==> config.mk <==
export PLATFORM = sky130hd
export DESIGN_NAME = pokey_audio_channel
export DESIGN_NICKNAME = d
export VERILOG_FILES = /design/src/rtl/pokey_pkg.sv /design/src/rtl/pokey_hp_stage.sv /design/src/rtl/pokey_audio_channel.sv
export SDC_FILE = /design/constraint.sdc
export NUM_CORES = 1
export LEC_CHECK = 0
export CAP_MARGIN = 20
export CORE_UTILIZATION = 36
export DETAILED_ROUTE_END_ITERATION = 16
export HOLD_SLACK_MARGIN = 0.15
export PLACE_DENSITY = 0.73
export SLEW_MARGIN = 20
export SYNTH_ARGS = -nofsm -noshare
export SYNTH_HDL_FRONTEND = slang
export SYNTH_SLANG_ARGS = --single-unit
export TNS_END_PERCENT = 50
==> constraint.sdc <==
create_clock -name clk -period 1.1 [get_ports clk]
set_clock_uncertainty 0.2 [all_clocks]
set_input_delay 0.11 -clock clk [delete_from_list [all_inputs] [get_ports clk]]
set_output_delay 0.11 -clock clk [all_outputs]
set_load 0.02 [all_outputs]
==> src/rtl/pokey_pkg.sv <==
// Shared constants and helpers for the POKEY audio channel slice.
package pokey_pkg;

  // Width of the channel volume field and of the AUD output
  localparam int VOL_W = 4;

  // AUDC control register bit positions
  localparam int AUDC_NOPOLY5  = 7;
  localparam int AUDC_POLY4SEL = 6;
  localparam int AUDC_PURETONE = 5;
  localparam int AUDC_VOLONLY  = 4;
  localparam int AUDC_VOL_HI   = 3;
  localparam int AUDC_VOL_LO   = 0;

  // Volume seen at the output for a given AUDC value and effective channel bit
  function automatic logic [VOL_W-1:0] aud_level(input logic [7:0] audc, input logic e);
    logic [VOL_W-1:0] lvl;
    if (audc[AUDC_VOLONLY] || e) begin
      lvl = audc[AUDC_VOL_HI:AUDC_VOL_LO];
    end else begin
      lvl = {VOL_W{1'b0}};
    end
    return lvl;
  endfunction

endpackage

==> src/rtl/pokey_hp_stage.sv <==
// High-pass stage: samples the channel flip-flop on the partner channel's
// timer strobe and XORs it back into the channel bit unless bypassed.
module pokey_hp_stage
  import pokey_pkg::*;
(
  input  logic clk,
  input  logic reset,
  input  logic enn,
  input  logic hpClkN,
  input  logic rstAudPhase,
  input  logic hpDis,
  input  logic chFF,
  output logic e
);

  logic hp_ff_r;

  // Capture the pre-update channel bit on the active-low HP strobe; phase reset clears it
  always_ff @(posedge clk or posedge reset) begin
    if (reset) begin
      hp_ff_r <= 1'b0;
    end else if (enn) begin
      if (rstAudPhase) begin
        hp_ff_r <= 1'b0;
      end else if (!hpClkN) begin
        hp_ff_r <= chFF;
      end else begin
        hp_ff_r <= hp_ff_r;
      end
    end else begin
      hp_ff_r <= hp_ff_r;
    end
  end

  // Effective channel bit: plain when bypassed, high-passed otherwise
  always_comb begin
    e = 1'b0;
    if (hpDis) begin
      e = chFF;
    end else begin
      e = chFF ^ hp_ff_r;
    end
  end

endmodule

==> src/rtl/pokey_audio_channel.sv <==
// One POKEY audio channel: AUDC register, tone/noise selection with optional
// poly5 gating, optional high-pass stage, volume output and poly delay chain.
module pokey_audio_channel
  import pokey_pkg::*;
#(
  parameter bit HP_EN = 1'b1
) (
  input  logic             clk,
  input  logic             reset,
  input  logic             enn,
  input  logic [7:0]       D,
  input  logic             audcWr,
  input  logic             poly4In,
  input  logic             poly5In,
  input  logic             poly17In,
  input  logic             timer,
  input  logic             rstAudPhase,
  input  logic             hpDis,
  input  logic             hpClkN,
  output logic [VOL_W-1:0] AUD,
  output logic             poly4Out,
  output logic             poly5Out,
  output logic             poly17Out
);

  logic [7:0] audc_r;
  logic       ch_ff_r;
  logic       clk_ev_s;
  logic       e_s;

  // Channel clock: timer underflow, passed only when poly5 is high or the gate is disabled
  assign clk_ev_s = enn & timer & (audc_r[AUDC_NOPOLY5] | poly5In);

  // AUDC control register load
  always_ff @(posedge clk or posedge reset) begin
    if (reset) begin
      audc_r <= 8'h00;
    end else if (enn && audcWr) begin
      audc_r <= D;
    end else begin
      audc_r <= audc_r;
    end
  end

  // Poly bits pass to the next channel one tick late
  always_ff @(posedge clk or posedge reset) begin
    if (reset) begin
      poly4Out  <= 1'b0;
      poly5Out  <= 1'b0;
      poly17Out <= 1'b0;
    end else if (enn) begin
      poly4Out  <= poly4In;
      poly5Out  <= poly5In;
      poly17Out <= poly17In;
    end else begin
      poly4Out  <= poly4Out;
      poly5Out  <= poly5Out;
      poly17Out <= poly17Out;
    end
  end

  // Channel flip-flop; phase reset wins over a same-tick channel clock, and
  // the source selection uses the AUDC value held before any same-tick write
  always_ff @(posedge clk or posedge reset) begin
    if (reset) begin
      ch_ff_r <= 1'b0;
    end else if (enn && rstAudPhase) begin
      ch_ff_r <= 1'b0;
    end else if (clk_ev_s) begin
      if (audc_r[AUDC_PURETONE]) begin
        ch_ff_r <= ~ch_ff_r;
      end else if (audc_r[AUDC_POLY4SEL]) begin
        ch_ff_r <= poly4In;
      end else begin
        ch_ff_r <= poly17In;
      end
    end else begin
      ch_ff_r <= ch_ff_r;
    end
  end

  generate
    if (HP_EN) begin : g_hp
      pokey_hp_stage u_hp (
        .clk         (clk),
        .reset       (reset),
        .enn         (enn),
        .hpClkN      (hpClkN),
        .rstAudPhase (rstAudPhase),
        .hpDis       (hpDis),
        .chFF        (ch_ff_r),
        .e           (e_s)
      );
    end else begin : g_no_hp
      logic unused_hp_s;
      assign unused_hp_s = hpDis ^ hpClkN;
      assign e_s         = ch_ff_r;
    end
  endgenerate

  // Output volume decoded straight from registered state
  always_comb begin
    AUD = {VOL_W{1'b0}};
    AUD = aud_level(audc_r, e_s);
  end

endmodule

==> run metrics <==
vias in the first global route=492; Seq/Total Area, Yosys=53.9%; Longest Clk Path Bufs=2; Worst Slack Setup Final=-0.453 ns; total track usage=15.0%; initial antenna violation count=0; crit-path max FO=4; first-pass GRT wire length=2000 µm; Placement Setup Slack=-0.800 ns; ranking of synthesized cells by area=dfrtp_1 (54%), mux2_2 (21%), a21boi_0 (5.0%); synthesized net count=64; failing checks=setup timing; synthesized area=603 µm²; Synth Warn #=0; area grow syn2layout=64.5%; worst path arrival time=1.24 ns; RSZ-0062 raised after global routing=yes; Initial Utilization=39.1%; H-tree lvl count=1; Synth Register Bits=13; status=finished, violations left; Die Span Y=42.9 µm; Max Cap Viol=0; clock network power share=22.8%; IO Pins=26; largest net degree at the start of global routing=14; sequential share of power=45.6%; via count=485; slew at the pin closest to its max-slew limit=0.261 ns; Sink Count=13; drt pass-1 iters=2; CTS tree=yes; Sw Pwr=360 µW; Placeable Area=0.00154 mm²; clock-pin slew on the worst setup and hold paths=0.08 ns; Clock Latency Late Sink=0.28 ns; routed len/inst=12.0 µm; n_diodes=0; Final Hold Fails=0; Combinational Power Share=31.6%; hpwl dp=884 µm; Overflow after GRT=0; switch share=28.0%; power density over cell area=1300 mW/mm²; slowest stage delay, CP=0.38 ns; Achievable Freq=0.644 GHz; cts bufs inserted=3; die area=0.00184 mm²; top cell type's share of synthesized area=53.9%; DR DRC count=0; Avg Inst Size Synth=13.4 µm²; most frequent cells in the layout=clkdlybuf4s50_1 (16), dfrtp_1 (12), mux2_2 (11); Req. time, crit path=0.79 ns; post-DR vias/cell=5.00; drt first-iter violations=3; Gate Count Post-Synth=45; Internal Power=925 µW; Post-CTS Hold Buffers=1; Crit. End Element=output pin; Crit-path slowest cell=dfrtp_1; commonest non-fill, non-tap cell in the layout=clkdlybuf4s50_1; Slew Limit Fails=0; crit path cell chain=nor2b_4 -> xnor2_4 -> a21boi_2 -> buf_4; kind of critical path=flop to output pin; # nets final=101; minimum clock period=1.55 ns; Max-slew headroom=82.6%; Chip Width=42.9 µm; Placer Congestion=0.706; count of input and output buffers=25; Static Leak=0.000438 µW; wirelength, routed=1170 µm; Peak VDD IR=0.765 mV; root buf cell=clkbuf_4; Routed Antenna Nets=0; crit start category=flop; Util after Layout=64.4%; layout cells sized above 1=45.7%; crit share post-route=141%; Worst Hold Class=input port to flop; setup violators final=9; library cells used by synthesis=16; area leader, netlist=dfrtp_1; Rows=14; Filler cells=136
==> layer usage <==
layer	track usage (%)	part of all wire (%)
met3	6.38	8.6
met4	3.64	1.3
met2	26.1	53
met1	16.8	37
met5	0	0
==> through the flow <==
step / hold WS (ns) / total power, µW / area [µm²] / std cells / setup TNS (ns)
3_5_place_dp: 0.217 / 1000 / 941 / 90 / -9.41
4_1_cts: 0.235 / 1300 / 987 / 97 / -2.40
2_1_floorplan: -0.213 / 809 / 644 / 45 / -0.460
5_1_grt: 0.115 / 1360 / 992 / 97 / -2.73
6_report: 0.107 / 1290 / 992 / 97 / -2.27
3_3_place_gp: 0.214 / 992 / 941 / 90 / -9.09
==> synth_stat cells, drive strengths merged <==
cell type,count
a221o,1
buf,1
xnor2,1
a211oi,1
o21ai,2
nor2b,3
nand2,2
inv,3
a32o,1
nand3,1
o211ai,1
mux2,11
a21boi,4
dfrtp,13
==> cell type report <==
type,instances,area (µm²),share of cell area [%]
inverter,3,11.3,1.13
timing repair buffer,33,307,30.9
sequential,13,327,32.9
clock buffer,4,26.3,2.65
multi-input combinational,28,302,30.4
tap,16,20.0,2.02
==> worst max-delay path: cells and delay by family, from the launching register on <==
family	cells	cell delay (ns)
buf+inv	1	0.16
compound gates	1	0.08
flops	1	0.38
xor+xnor	1	0.20
simple gates	1	0.15
==> sequential cells by signal (all words and copies together) (netlist names) <==
signal             cells
audc_r                 8
ch_ff_r                1
g_hp.u_hp.hp_ff_r      1
poly17Out              1
poly4Out               1
poly5Out               1
==> cell families after synthesis <==
| kind of cell | Yosys count | share of synthesized area, % |
|---|---|---|
| buffers and inverters | 4 | 3.73 |
| AO/OA/AOI/OAI | 10 | 14.7 |
| multiplexers | 11 | 20.5 |
| AND/OR/NAND/NOR | 6 | 5.60 |
| XOR/XNOR | 1 | 1.45 |
| flip-flops | 13 | 53.9 |
==> path summary, 6_finish.rpt <==
| path | start | end | slack [ns] | cells past startpoint |
|---|---|---|---|---|
| hold reg to reg | audc_r[1] | audc_r[1] | 0.30 | 1 |
| min in group asynchronous | reset | audc_r[2] | 0.46 | 4 |
| max in group asynchronous | reset | ch_ff_r | 0.07 | 4 |
| setup reg to reg | ch_ff_r | ch_ff_r | -0.29 | 4 |
| hold / removal | audcWr | audc_r[2] | 0.11 | 3 |
| setup / recovery | g_hp.u_hp.hp_ff_r | AUD[2] | -0.45 | 4 |
==> what timing repair did <==
action	CTS	global route
pin swaps	3	1
resized for setup	39	2
hold endpoints to repair	13	8
setup buffers	2	0
cloned	0	0
endpoints found under the setup margin	20	12
==> power by group through the flow <==
stage / clock network, µW / registers (µW) / logic [µW]
6_report: 294 / 586 / 406
3_5_place_dp: 0 / 593 / 407
5_1_grt: 330 / 596 / 437
4_1_cts: 305 / 588 / 409
2_1_floorplan: 0 / 600 / 209
3_3_place_gp: 0 / 592 / 399
Power figures use the tool's default switching activity.
